`config.mk`:
```
export PLATFORM = sky130hd
export DESIGN_NAME = ibex_prefetch_req_ctrl
export DESIGN_NICKNAME = d
export VERILOG_FILES = /design/src/rtl/ibex_prefetch_req_ctrl.sv
export SDC_FILE = /design/constraint.sdc
export NUM_CORES = 1
export LEC_CHECK = 0
export CAP_MARGIN = 0
export CORE_ASPECT_RATIO = 1.25
export CORE_MARGIN = 10
export CORE_UTILIZATION = 44
export CTS_CLUSTER_DIAMETER = 60
export CTS_CLUSTER_SIZE = 8
export DETAILED_ROUTE_END_ITERATION = 10
export MAX_ROUTING_LAYER = met4
export PLACE_DENSITY = 0.95
export SLEW_MARGIN = 20
export SYNTH_ARGS = -nofsm -noshare
export SYNTH_HDL_FRONTEND = slang
export SYNTH_SLANG_ARGS = --single-unit
```
`constraint.sdc`:
```
create_clock -name clk_i -period 5.5 [get_ports clk_i]
set_input_delay 1.1 -clock clk_i [delete_from_list [all_inputs] [get_ports clk_i]]
set_output_delay 1.1 -clock clk_i [all_outputs]
set_load 0.03 [all_outputs]
```
`src/rtl/ibex_prefetch_req_ctrl.sv`:
```
// ibex_prefetch_req_ctrl
//   Issues word-aligned instruction fetches on the core instruction bus.
//   Only one transaction is outstanding at a time. Responses made stale by
//   a branch are dropped. Valid responses are pushed, with their address,
//   into the downstream fetch FIFO.
// Ports:
//   clk_i, rst_i                 clock, synchronous active-high reset
//   req_i                        fetching enabled
//   branch_i, addr_i             one-cycle redirect pulse and target address
//   instr_req_o/addr_o/gnt_i/rvalid_i/rdata_i   instruction bus
//   fifo_valid_o/addr_o/rdata_o/ready_i/clear_o FIFO input port and flush
//   busy_o                       a transaction is outstanding
module ibex_prefetch_req_ctrl #(
  parameter logic [31:0] BOOT_ADDR = 32'h0000_0080
) (
  input  logic        clk_i,
  input  logic        rst_i,
  input  logic        req_i,
  input  logic        branch_i,
  input  logic [31:0] addr_i,
  output logic        instr_req_o,
  output logic [31:0] instr_addr_o,
  input  logic        instr_gnt_i,
  input  logic        instr_rvalid_i,
  input  logic [31:0] instr_rdata_i,
  output logic        fifo_valid_o,
  output logic [31:0] fifo_addr_o,
  output logic [31:0] fifo_rdata_o,
  input  logic        fifo_ready_i,
  output logic        fifo_clear_o,
  output logic        busy_o
);

  typedef enum logic [1:0] {IDLE, WAIT_GNT, WAIT_RVALID, WAIT_ABORTED} state_e;

  state_e      state_q, state_d;
  logic [31:0] fetch_addr_q, fetch_addr_d;
  logic [31:0] rsp_addr_q, rsp_addr_d;
  logic [31:0] addr_sel;
  logic        issue, req_raise, granted;
  logic        rst_q;

  assign issue    = req_i & fifo_ready_i;
  // A branch redirects the request in the same cycle.
  assign addr_sel = branch_i ? addr_i : fetch_addr_q;
  assign granted  = req_raise & instr_gnt_i;

  // State register
  always_ff @(posedge clk_i) begin
    if (rst_i) begin
      state_q      <= IDLE;
      fetch_addr_q <= BOOT_ADDR;
      rsp_addr_q   <= '0;
    end else begin
      state_q      <= state_d;
      fetch_addr_q <= fetch_addr_d;
      rsp_addr_q   <= rsp_addr_d;
    end
  end

  // Next state
  always_comb begin
    state_d      = state_q;
    fetch_addr_d = fetch_addr_q;
    rsp_addr_d   = rsp_addr_q;
    // Ungranted branch: remember the target; bit 1 survives so the first
    // pushed word carries the exact halfword target.
    if (branch_i) fetch_addr_d = {addr_i[31:1], 1'b0};
    if (granted) begin
      state_d      = WAIT_RVALID;
      rsp_addr_d   = addr_sel;
      fetch_addr_d = {addr_sel[31:2], 2'b00} + 32'd4;
    end else if (req_raise) begin
      state_d = WAIT_GNT;
    end else if (state_q == WAIT_RVALID || state_q == WAIT_ABORTED) begin
      if (instr_rvalid_i)  state_d = IDLE;
      else if (branch_i)   state_d = WAIT_ABORTED;
    end
  end

  // Outputs
  always_comb begin
    req_raise = 1'b0;
    case (state_q)
      IDLE:         req_raise = issue | branch_i;
      WAIT_GNT:     req_raise = 1'b1;
      WAIT_RVALID:  req_raise = instr_rvalid_i & (issue | branch_i);
      // Only reachable through a branch, so a redirect is always pending.
      WAIT_ABORTED: req_raise = instr_rvalid_i;
      default:      req_raise = 1'b0;
    endcase
    instr_req_o  = req_raise & ~rst_i;
    instr_addr_o = {addr_sel[31:2], 2'b00};
    fifo_valid_o = instr_rvalid_i & (state_q == WAIT_RVALID) & ~branch_i & ~rst_i;
    fifo_addr_o  = rsp_addr_q;
    fifo_rdata_o = instr_rdata_i;
    fifo_clear_o = branch_i & ~rst_i;
    busy_o       = (state_q != IDLE);
  end

  // A transaction abandoned by reset may answer in the first cycle after it.
  always_ff @(posedge clk_i) rst_q <= rst_i;

`ifndef SYNTHESIS
  always @(posedge clk_i) begin
    if (!rst_i && !rst_q)
      assert (!(instr_rvalid_i && (state_q == IDLE || state_q == WAIT_GNT)))
        else $error("instr_rvalid_i with no granted request");
  end
`endif

endmodule

```
### Yosys cells after proc, flatten, opt, wreduce, memory -nomap -nowiden

Cells that the tools add are included.

* add/subtract/negate cells: 1
* eq/ne operators: 3
* muxes and demuxes: 9
* bitwise logic cells: 11
* reduce and logical (&&, ||, !) cells: 11

Operators with widths (number)
* two-way mux 32 bit: 3
* adder 32 x 3 -> 32 bit, second input constant: 1
* two-way mux 2 bit: 5
* AND 1 bit: 8
* nonzero test 2 bit: 3
* nonzero test 3 bit: 2
* equality test 2 bit, second input constant: 2
* one-hot mux 1 bit (4 select lines): 1
* AND reduction 2 bit: 2
* nonzero test 4 bit: 1
* equality test 2 x 1 -> 1 bit, second input constant: 1
* zero test 2 bit: 1
* NOT 1 bit: 2
* OR reduction 2 bit: 1
* logical OR 1 bit: 1
* OR 1 bit: 1

* register bits: 66
* input bits: 71
* output and inout port bits: 100
* logic and storage cells: 39

### Depth between registers and ports, before layout

* word-level depth: 7
* depth in mapped cells: 12
* depth with buffers taken out: 7

### Least setup slack after synthesis

OpenSTA, ideal clock, no wires.

* path kind: input to output
* start point: input port branch_i
* end point: output port fifo_valid_o
* arrival time: 2.760 ns
* data required time: 4.400 ns
* slack: 1.640 ns
* stages: 5
* path buffers: 4
* cells stage by stage: buf_6 -> buf_4 -> buf_2 -> buf_2 -> nor4_1

* longest elaborated chain between the ends: 3

RTL lines
* start, declared: RTL line 19 `input logic branch_i,`
* NOT 1 bit: RTL line 94 `fifo_valid_o = instr_rvalid_i & (state_q == WAIT_RVALID) & ~branch_i & ~rst_i;`
* AND 1 bit (2 in series): RTL line 94
* end, declared: RTL line 26 `output logic fifo_valid_o,`

No other way between the ends.

### Worst setup path in the final report

* start point: input port branch_i
* end point: output port instr_addr_o[19]

* longest elaborated chain between the ends: 1

RTL lines
* two-way mux 32 bit: RTL line 45 `assign addr_sel = branch_i ? addr_i : fetch_addr_q;`
* end, declared: RTL line 22 `output logic [31:0] instr_addr_o,`

No other way between the ends.

==> impl_metrics.json <==
{
  "finish.utilization_pct": 54.6,
  "dpl_cell_area_um2": 4330,
  "num_vias": 3348,
  "row_count": 37,
  "worst_setup_path_start_kind": "primary input",
  "drt_iter0_markers": 177,
  "synthArstFlopShare_pct": 0,
  "synth_commonest_cells": "65 x buf_4, 65 x dfxtp_1, 53 x nor2_1, 22 x a211oi_1, 22 x inv_1",
  "die_w_um": 102,
  "clk_pin_slew_worst_paths_ns": 0.07,
  "finalCriticalPeriod_ns": 4.35,
  "place.gp.congestion": 0.909,
  "slowest_delay_ns": 0.70,
  "antenna_found_initial": 0,
  "syn_to_final_growth_pct": 21.0,
  "synth_top_area_share_pct": 34.8,
  "io_pins": 171,
  "num_antenna_cells": 0,
  "ys_ff_latch": 65,
  "drt-total-wl_mm": 11.1,
  "die_h_um": 123,
  "drive_gt1_share_pct": 7.35,
  "drv_slew": 0,
  "ir_drop_uv": 164,
  "rsz0062_at_grt": "no",
  "slew_headroom_pct": 36.6,
  "cts_resized": 0,
  "netlist_area_um2": 3740,
  "dp_hpwl_mm": 8.28,
  "root_buffer": "clkbuf_8",
  "postSynthCellCount": 454,
  "cts_tree": "done",
  "grt_pass1_vias": 3373,
  "initial_core_util_pct": 45.2,
  "ys_seq_area_share_pct": 34.8,
  "clk_latency_ns": 0.34,
  "setup_viol": 0,
  "core_um2": 8290,
  "gr-total-overflow": 0,
  "ys_warn_count": 0,
  "worst_path_max_delay_cell": "buf_2",
  "ys.flop_type": "dfxtp_1",
  "whs_ns": 0.451,
  "synth_cell_types": 51,
  "critPathKind": "in2out",
  "synth_edf_count": 0,
  "cellPowerDensity_nw_per_um2": 273,
  "status": "complete, no violations",
  "leakage_nw": 1.79,
  "grt_usage_pct": 17.9,
  "fin_nets": 559,
  "post_cts_buffers": 0,
  "grt_pass1_wl_mm": 17.4,
  "drt_pre_antenna_iters": 4,
  "wire_per_inst_um": 18.8,
  "min_period_over_period_pct": 79.0,
  "synth_area_leaders": "dfxtp_1 35%, buf_4 13%, mux2i_1 5.6%",
  "grt_max_degree": 58,
  "drc": 0,
  "maxCapViolations": 0,
  "clock_sinks": 65,
  "syn_area_per_cell_um2": 8.24,
  "min_path_type": "reg2reg",
  "crit_arrival_ns": 3.25,
  "fmax_ghz": 0.230,
  "numCtsBuffers": 9,
  "hold_viol_final": 0,
  "p_total_w": 0.00124,
  "yosysTopAreaCell": "dfxtp_1",
  "post-route-cell-area_um2": 4530,
  "htreeDepth": 3,
  "vias_per_cell": 5.70,
  "io_buffers": 104,
  "worst_pin_slew_ns": 0.950,
  "fin_skew_ns": 0.00912,
  "cp_max_fo": 43,
  "setup_tns_ns": 0,
  "drtAntennaViolNets": 0,
  "holdBufCountCts": 0,
  "die_area_um2": 12600,
  "worstPathRequired_ns": 4.40,
  "end_kind": "output port",
  "cts_buffer_depth": 2,
  "crit_chain": "buf_2 -> buf_4 -> mux2i_1 -> inv_1 -> clkdlybuf4s50_1"
}
kinds of logic after synthesis:
group	count (synthesis)	synth area share, %
DFF	65	34.8
buffers and inverters	110	18.2
adders and majority gates	1	0.334
muxes	32	8.93
AOI/OAI and AO/OA	72	13.1
and+or+nand+nor	165	22.7
other	1	0.100
xor gates and xnor gates	8	1.87
cell type report:
class | instances | area (um2)
Fill cell | 745 | 3760
Clock inverter | 3 | 17.5
Clock buffer | 11 | 151
Timing Repair Buffer | 109 | 1090
Multi-Input combinational cell | 280 | 1770
Tap cell | 97 | 121
Sequential cell | 65 | 1300
Inverter | 22 | 82.6
worst max-delay path, delay by kind of cell:
kind	cells	cell delay, ns
buffers and inverters	4	1.78
multiplexers	1	0.33
per-layer routing:
layer	global-route usage, %	routed length [um]	part of all wire, %
met1	19.0	4340	39
met2	29.7	5390	49
met3	4.80	856	7.7
met4	9.81	471	4.3
met5	-	0	0
final timing paths:
| path | from | endpoint | slack (ns) | cells past startpoint |
|---|---|---|---|---|
| worst max-delay path | branch_i | instr_addr_o[19] | 1.15 | 5 |
| worst min-delay path | fifo_addr_o[0] | fifo_addr_o[0] | 0.45 | 2 |
| worst max register to register | state_q[0] | fetch_addr_q[31] | 2.77 | 5 |
| worst min register to register | fifo_addr_o[0] | fifo_addr_o[0] | 0.45 | 2 |
layout by cell type (no fill, tap or decap), types with 2 or more instances in the layout:
cell             instances
nand3b_1                 4
nand4_1                 13
mux2_2                  11
nor3_1                  21
nand4b_1                 5
buf_2                    2
clkdlybuf4s50_1        102
mux2i_1                 21
o31a_1                   3
o21ai_0                 10
nor4_1                   4
a31oi_1                  2
xor2_1                   4
and3_1                   7
o31ai_1                  4
dfxtp_1                 65
a41oi_1                  2
clkinv_2                 2
a21oi_1                 17
xnor2_1                  4
or3_1                    7
or4_1                    4
clkbuf_8                11
a211oi_1                22
o22ai_1                  2
nand3_1                 17
conb_1                   2
buf_4                    4
nand2_1                 21
nor2_1                  53
inv_1                   22
power by group:
group          total (W)  internal [W]  switching [W]  leakage (nW)
clock network   0.000363      0.000182       0.000182        0.0871
logic           0.000347      0.000143       0.000204          1.17
registers       0.000527      0.000507      0.0000207         0.537
stage by stage:
step | instances | setup WS [ns]
final | 587 | 1.15
after global routing | 587 | 1.02
after CTS | 586 | 1.20
after detailed placement | 572 | 1.16
after global placement | 572 | 1.23
after floorplan | 455 | 1.64
state kept, by name, summed over array words and instances (netlist names):
name          cells
fetch_addr_q     31
fifo_addr_o      32
state_q           2
Power figures use the tool's default switching activity.
